File: config.mk
export PLATFORM = sky130hd
export DESIGN_NAME = ps2_key_tracker
export DESIGN_NICKNAME = d
export VERILOG_FILES = /design/src/rtl/ps2_key_tracker.sv
export SDC_FILE = /design/constraint.sdc
export NUM_CORES = 1
export LEC_CHECK = 0
export BUFFER_PORTS_ARGS = -buffer_cell sky130_fd_sc_hd__clkbuf_2
export CORE_ASPECT_RATIO = 0.75
export CORE_UTILIZATION = 55
export DETAILED_ROUTE_END_ITERATION = 12
export PLACE_DENSITY = 0.86
export SETUP_SLACK_MARGIN = 0.4
export SYNTH_ARGS = -nofsm -noshare
export SYNTH_HDL_FRONTEND = slang
export SYNTH_SLANG_ARGS = --single-unit
File: constraint.sdc
create_clock -name clk -period 7.2 [get_ports clk]
set_input_delay 0 -clock clk [delete_from_list [all_inputs] [get_ports clk]]
set_output_delay 0 -clock clk [all_outputs]
set_load 0.03 [all_outputs]
File: src/rtl/ps2_key_tracker.sv
// ps2_key_tracker: parses PS2 make/break/extended scan-code sequences, tracks a held/released
// state for a table of keys and queues press/release events in a first-word-fall-through FIFO.
// Optional feature macro: PS2_TYPEMATIC_EN. When defined, a make on an already-held key pulses
// and queues a press event. When undefined, such repeats are absorbed.
module ps2_key_tracker #(
  parameter int unsigned                NUM_KEYS  = 4,
  parameter logic [NUM_KEYS*8-1:0]      KEY_CODES = {8'h33, 8'h24, 8'h16, 8'h2C},
  parameter logic [NUM_KEYS-1:0]        KEY_EXT   = '0,
  parameter int unsigned                EVQ_DEPTH = 4,
  parameter int unsigned                KIDX_W    = 2
) (
  input  logic                clk,
  input  logic                reset,
  input  logic [7:0]          din,
  input  logic                rx_done_tick,
  output logic [NUM_KEYS-1:0] key_down,
  output logic [NUM_KEYS-1:0] key_pulse,
  output logic                evt_valid,
  input  logic                evt_ready,
  output logic [KIDX_W-1:0]   evt_key,
  output logic                evt_make,
  output logic                evt_overflow,
  input  logic                ovf_clr
);

  localparam int unsigned PtrW = $clog2(EVQ_DEPTH);
  localparam int unsigned CntW = PtrW + 1;
  localparam int unsigned EvtW = KIDX_W + 1;

  localparam logic [7:0] CodeExt = 8'hE0;
  localparam logic [7:0] CodeBrk = 8'hF0;

  typedef enum logic [1:0] {StIdle, StExt, StBrk, StExtBrk} state_e;

  state_e              state_q, state_d;
  logic [NUM_KEYS-1:0] key_down_q, key_down_d;
  logic [NUM_KEYS-1:0] key_pulse_q, key_pulse_d;
  logic [PtrW-1:0]     wptr_q, wptr_d, rptr_q, rptr_d;
  logic [CntW-1:0]     count_q, count_d;
  logic                ovf_q, ovf_d;
  logic [EvtW-1:0]     mem_q [EVQ_DEPTH];

  logic                res_en, res_ext, res_make;
  logic                hit, held;
  logic [NUM_KEYS-1:0] hit_vec;
  logic [KIDX_W-1:0]   hit_idx;
  logic                push, push_make, push_ok, pop, full;
  logic [EvtW-1:0]     head;

  // Parser: advance on each received byte and flag a completed sequence for resolution.
  always_comb begin
    state_d  = state_q;
    res_en   = 1'b0;
    res_ext  = 1'b0;
    res_make = 1'b0;
    if (rx_done_tick) begin
      unique case (state_q)
        StIdle: begin
          if (din == CodeExt)      state_d = StExt;
          else if (din == CodeBrk) state_d = StBrk;
          else begin
            res_en   = 1'b1;
            res_make = 1'b1;
          end
        end
        StExt: begin
          if (din == CodeBrk)      state_d = StExtBrk;
          else if (din != CodeExt) begin
            res_en   = 1'b1;
            res_ext  = 1'b1;
            res_make = 1'b1;
            state_d  = StIdle;
          end
        end
        StBrk: begin
          // A prefix byte here is a protocol error: drop the sequence.
          res_en  = (din != CodeExt) && (din != CodeBrk);
          state_d = StIdle;
        end
        StExtBrk: begin
          res_en  = (din != CodeExt) && (din != CodeBrk);
          res_ext = 1'b1;
          state_d = StIdle;
        end
        default: state_d = StIdle;
      endcase
    end
  end

  // Key lookup: lowest-index entry whose code and extended flag both match.
  always_comb begin
    hit     = 1'b0;
    hit_vec = '0;
    hit_idx = '0;
    for (int i = 0; i < int'(NUM_KEYS); i++) begin
      if (!hit && (KEY_CODES[8*i +: 8] == din) && (KEY_EXT[i] == res_ext)) begin
        hit        = 1'b1;
        hit_vec[i] = 1'b1;
        hit_idx    = KIDX_W'(i);
      end
    end
    held = |(key_down_q & hit_vec);
  end

  // Key state update and event generation for a resolved sequence.
  always_comb begin
    key_down_d  = key_down_q;
    key_pulse_d = '0;
    push        = 1'b0;
    push_make   = 1'b0;
    if (res_en && hit) begin
      if (res_make) begin
        if (!held) begin
          key_down_d  = key_down_q | hit_vec;
          key_pulse_d = hit_vec;
          push        = 1'b1;
          push_make   = 1'b1;
        end
`ifdef PS2_TYPEMATIC_EN
        else begin
          key_pulse_d = hit_vec;
          push        = 1'b1;
          push_make   = 1'b1;
        end
`endif
      end else if (held) begin
        key_down_d = key_down_q & ~hit_vec;
        push       = 1'b1;
      end
    end
  end

  // Event FIFO bookkeeping; a pop while full frees the slot for a same-cycle push.
  always_comb begin
    full    = (count_q == CntW'(EVQ_DEPTH));
    pop     = (count_q != '0) && evt_ready;
    push_ok = push && (!full || pop);
    wptr_d  = push_ok ? wptr_q + PtrW'(1) : wptr_q;
    rptr_d  = pop ? rptr_q + PtrW'(1) : rptr_q;
    count_d = count_q;
    if (push_ok && !pop)      count_d = count_q + CntW'(1);
    else if (!push_ok && pop) count_d = count_q - CntW'(1);
    ovf_d = ovf_q;
    if (ovf_clr)              ovf_d = 1'b0;
    if (push && full && !pop) ovf_d = 1'b1;
  end

  // State registers.
  always_ff @(posedge clk or negedge reset) begin
    if (!reset) begin
      state_q     <= StIdle;
      key_down_q  <= '0;
      key_pulse_q <= '0;
      wptr_q      <= '0;
      rptr_q      <= '0;
      count_q     <= '0;
      ovf_q       <= 1'b0;
    end else begin
      state_q     <= state_d;
      key_down_q  <= key_down_d;
      key_pulse_q <= key_pulse_d;
      wptr_q      <= wptr_d;
      rptr_q      <= rptr_d;
      count_q     <= count_d;
      ovf_q       <= ovf_d;
    end
  end

  // FIFO storage; contents need no reset since the count gates visibility.
  always_ff @(posedge clk) begin
    if (push_ok) mem_q[wptr_q] <= {hit_idx, push_make};
  end

  // Outputs: head shown only while valid so an empty FIFO reads as zero.
  always_comb begin
    head         = mem_q[rptr_q];
    evt_valid    = (count_q != '0);
    evt_key      = evt_valid ? head[EvtW-1:1] : '0;
    evt_make     = evt_valid & head[0];
    key_down     = key_down_q;
    key_pulse    = key_pulse_q;
    evt_overflow = ovf_q;
  end

endmodule

==> impl_results.md <==
* Peak supply drop at 0.000139 V
* DRC at 0
* Clk slew on worst S/H paths at roughly 0.07 ns
* Core Region at 0.00264 mm²
* Outcome: finished clean
* Async SR Flop Fraction at 60.0%
* Detail Placement HPWL at ~2300 µm
* Clock sinks at 30
* Via count at 1081
* DR vias/cell at between 5 and 6
* Multi-input logic area at 713 µm²
* Area grow syn2layout at 16.3%
* DIE HEIGHT at a little under 50 µm
* Sw frac at 30.5%
* Grt total ovfl at 0
* Syn. warnings at 0
* Seq cells post-synth at 30
* Req. time, crit path at around 7.4 ns
* Drt first-iter violations at 75
* Largest net degree at the start of global routing at 19
* H-Tree Depth at 2
* RePlAce Congestion at around 0.84
* Unrepaired setup endpoints after global routing: false
* Rows at 16
* Sequential-to-total area share from yosys stat at 52.0%
* Post-cts resize count at 0
* # setup viols final at 0
* DIE AREA at 0.00305 mm²
* Synth Net Count at 140
* Final core occ at 68.6%
* Clock share of power at approximately 27%
* Buffers added on ports at 25
* Rel. slew slack at 65.2%
* Initial core utilization at 58.9%
* First-pass GRT wire length at 4870 µm
* Combinational power share at 23.8%
* Critical Path AT at 3.56 ns
* Root buf cell: clkbuf_8
* Bufs on Longest Clock Path at 2
* Crit path launch type: flip-flop
* Clock latency at the later pin of the worst-skew pair at 0.27 ns
* Fillers at roughly 200
* Syn_area_per_cell at 13.0 µm²
* I/O pin total at 26
* Placed cell areas at about 0.0017 mm²
* Register area at 811 µm²
* Synth area leaders: dfrtp_1 29%, edfxtp_1 23%, ha_1 4.8%
* Worst Skew at roughly 0.0093 ns
* Final slew viol count at 0
* CP Capture Type: flip-flop
* Fin crit period at 3.36 ns
* Fmax at 298 MHz
* Layout cells sized above 1 at a little under a third
* Antenna Nets Post-Route at 0
* # nets final at 171
* Initial antenna violation count at 0
* Worst Tran Pin Value at between 0.5 and 0.6 ns
* Final Hold Viols at 0
* Post-synth EDFFs at 12
* Drt wl/cell at 16.8 µm
* First-pass DRT Iterations at 5
* Sw power at 0.138 mW
* Count of cell types in the netlist at 43
* Max Fanout on Critical Path at 7
* Vias in the first global route at 1020
* Max-capacitance violation count at 0
* Hold_ws at between 0.02 and 0.03 ns
* Power per cell area at 249 mW/mm²
* Fin area at around 0.0018 mm²
* Syn Std Cell Area at 0.00156 mm²
* Cell internal pwr at 0.314 mW
* Setup CP Type: flip-flop to flip-flop
* Main synth FF type: dfrtp_1
* Hold WC Path Type: primary input to flip-flop
* Die W at between 60 and 70 µm
* Total CTS buffers at 5
* Synthesized instance count at 120
* TNS Setup at 0 ns
* Final Cycle Share at 46.7%
* Routed Wire Length at 3150 µm
* Post-synth top area share at 28.9%
* CTS tree: yes
* Leakage at 0.820 nW
* Yosys top cell by area: dfrtp_1
* # Post-CTS Setup Buffers at 0
* GRT Util Overall at 22.5%
* Diodes inserted at 0
* Sequential Power Share at 48.9%
## cells in the mapped netlist, types with 2 or more instances
master    instances
dfrtp_1          18
xor2_1            2
and2_1            8
ha_1              6
mux2_2            3
clkbuf_1          2
xnor2_1           4
inv_1             7
nand3_1           5
o21a_1            2
mux4_2            3
nor3_1            5
nor2_1            2
mux2_1            3
nand2_1           7
edfxtp_1         12
nand2b_1          3
nand4_1           3
## power groups by stage
stage	clock network [mW]	registers, mW	logic, mW
floorplan	0	0.214	0.0860
global placement	0	0.222	0.101
detailed placement	0	0.224	0.106
CTS	0.126	0.221	0.108
global route	0.134	0.224	0.117
finish	0.124	0.221	0.107
## area by class of cell
| type | count | share of cell area (%) |
|---|---|---|
| clock buffer | 6 | 4.01 |
| clock inverter | 2 | 0.483 |
| inverter | 7 | 1.45 |
| multi-input combinational | 81 | 39.4 |
| sequential | 30 | 44.8 |
| tap | 36 | 2.49 |
| timing repair buffer | 26 | 7.46 |
## per-layer routing
layer | vias up | global-route usage (%) | routed length, µm
met4 | 0 | 9.09 | 28
li1 | 507 | - | -
met5 | - | 0 | 0
met2 | 51 | 38.7 | 1530
met1 | 519 | 28.7 | 1410
met3 | 4 | 5.37 | 184
## worst max-delay path, cell delays in order (launching register included)
cell	delay, ns
dfrtp_1	0.45
a21bo_2	0.24
nor4_4	0.27
a22oi_1	0.12
o21a_1	0.13
ha_1	0.32
nor3b_4	0.30
nand2b_1	0.15
a21oi_4	0.23
ha_1	0.23
inv_1	0.06
fa_1	0.38
xor2_1	0.15
nor2_1	0.11
xor2_1	0.16
## timing repair
item                                    CTS  global route
hold buffers                              1             0
endpoints found under the setup margin    0             0
endpoints found under the hold margin    18             0
## cells by family (layout without fill, tap and decap cells)
family | count (synthesis) | in the layout | synth area share [%]
AO/OA/AOI/OAI | 11 | 11 | 6.27
XOR/XNOR | 6 | 6 | 3.37
adder cells (fa/ha/maj) | 7 | 7 | 6.10
buffers and inverters | 9 | 41 | 2.17
flip-flops | 30 | 30 | 52.0
multiplexers | 10 | 10 | 9.32
AND/OR/NAND/NOR | 47 | 47 | 20.7
## cells in the final DEF (no fill, tap or decap), types with 4 or more instances in the layout
cell,instances
clkbuf_2,25
nand2_1,7
xnor2_1,4
edfxtp_1,12
inv_1,7
nor3_1,5
ha_1,6
nand3_1,5
dfrtp_1,18
and2_1,8
clkbuf_8,5
## metrics by stage
stage          cells  total power [mW]  worst slack, ns
2_1_floorplan    120             0.300             4.20
3_3_place_gp     179             0.323             3.97
3_5_place_dp     179             0.330             3.80
4_1_cts          188             0.455             3.87
5_1_grt          188             0.475             3.64
6_report         188             0.451             3.84
## worst paths after layout
kind / startpoint / endpoint / slack, ns / depth (start not counted)
max: state_q[0]$_DFFE_PN0P_ / count_q[2]$_DFFE_PN0P_ / 3.84 / 14
min: din[4] / state_q[1]$_DFFE_PN0P_ / 0.03 / 3
max reg2reg: state_q[0]$_DFFE_PN0P_ / count_q[2]$_DFFE_PN0P_ / 3.84 / 14
min reg2reg: flip-flop / key_pulse[3]$_DFF_PN0_ / 0.46 / 1
max in group asynchronous: reset / state_q[0]$_DFFE_PN0P_ / 6.66 / 2
min in group asynchronous: reset / key_pulse[2]$_DFF_PN0_ / 0.22 / 2
(Power assumes the default switching activity.)
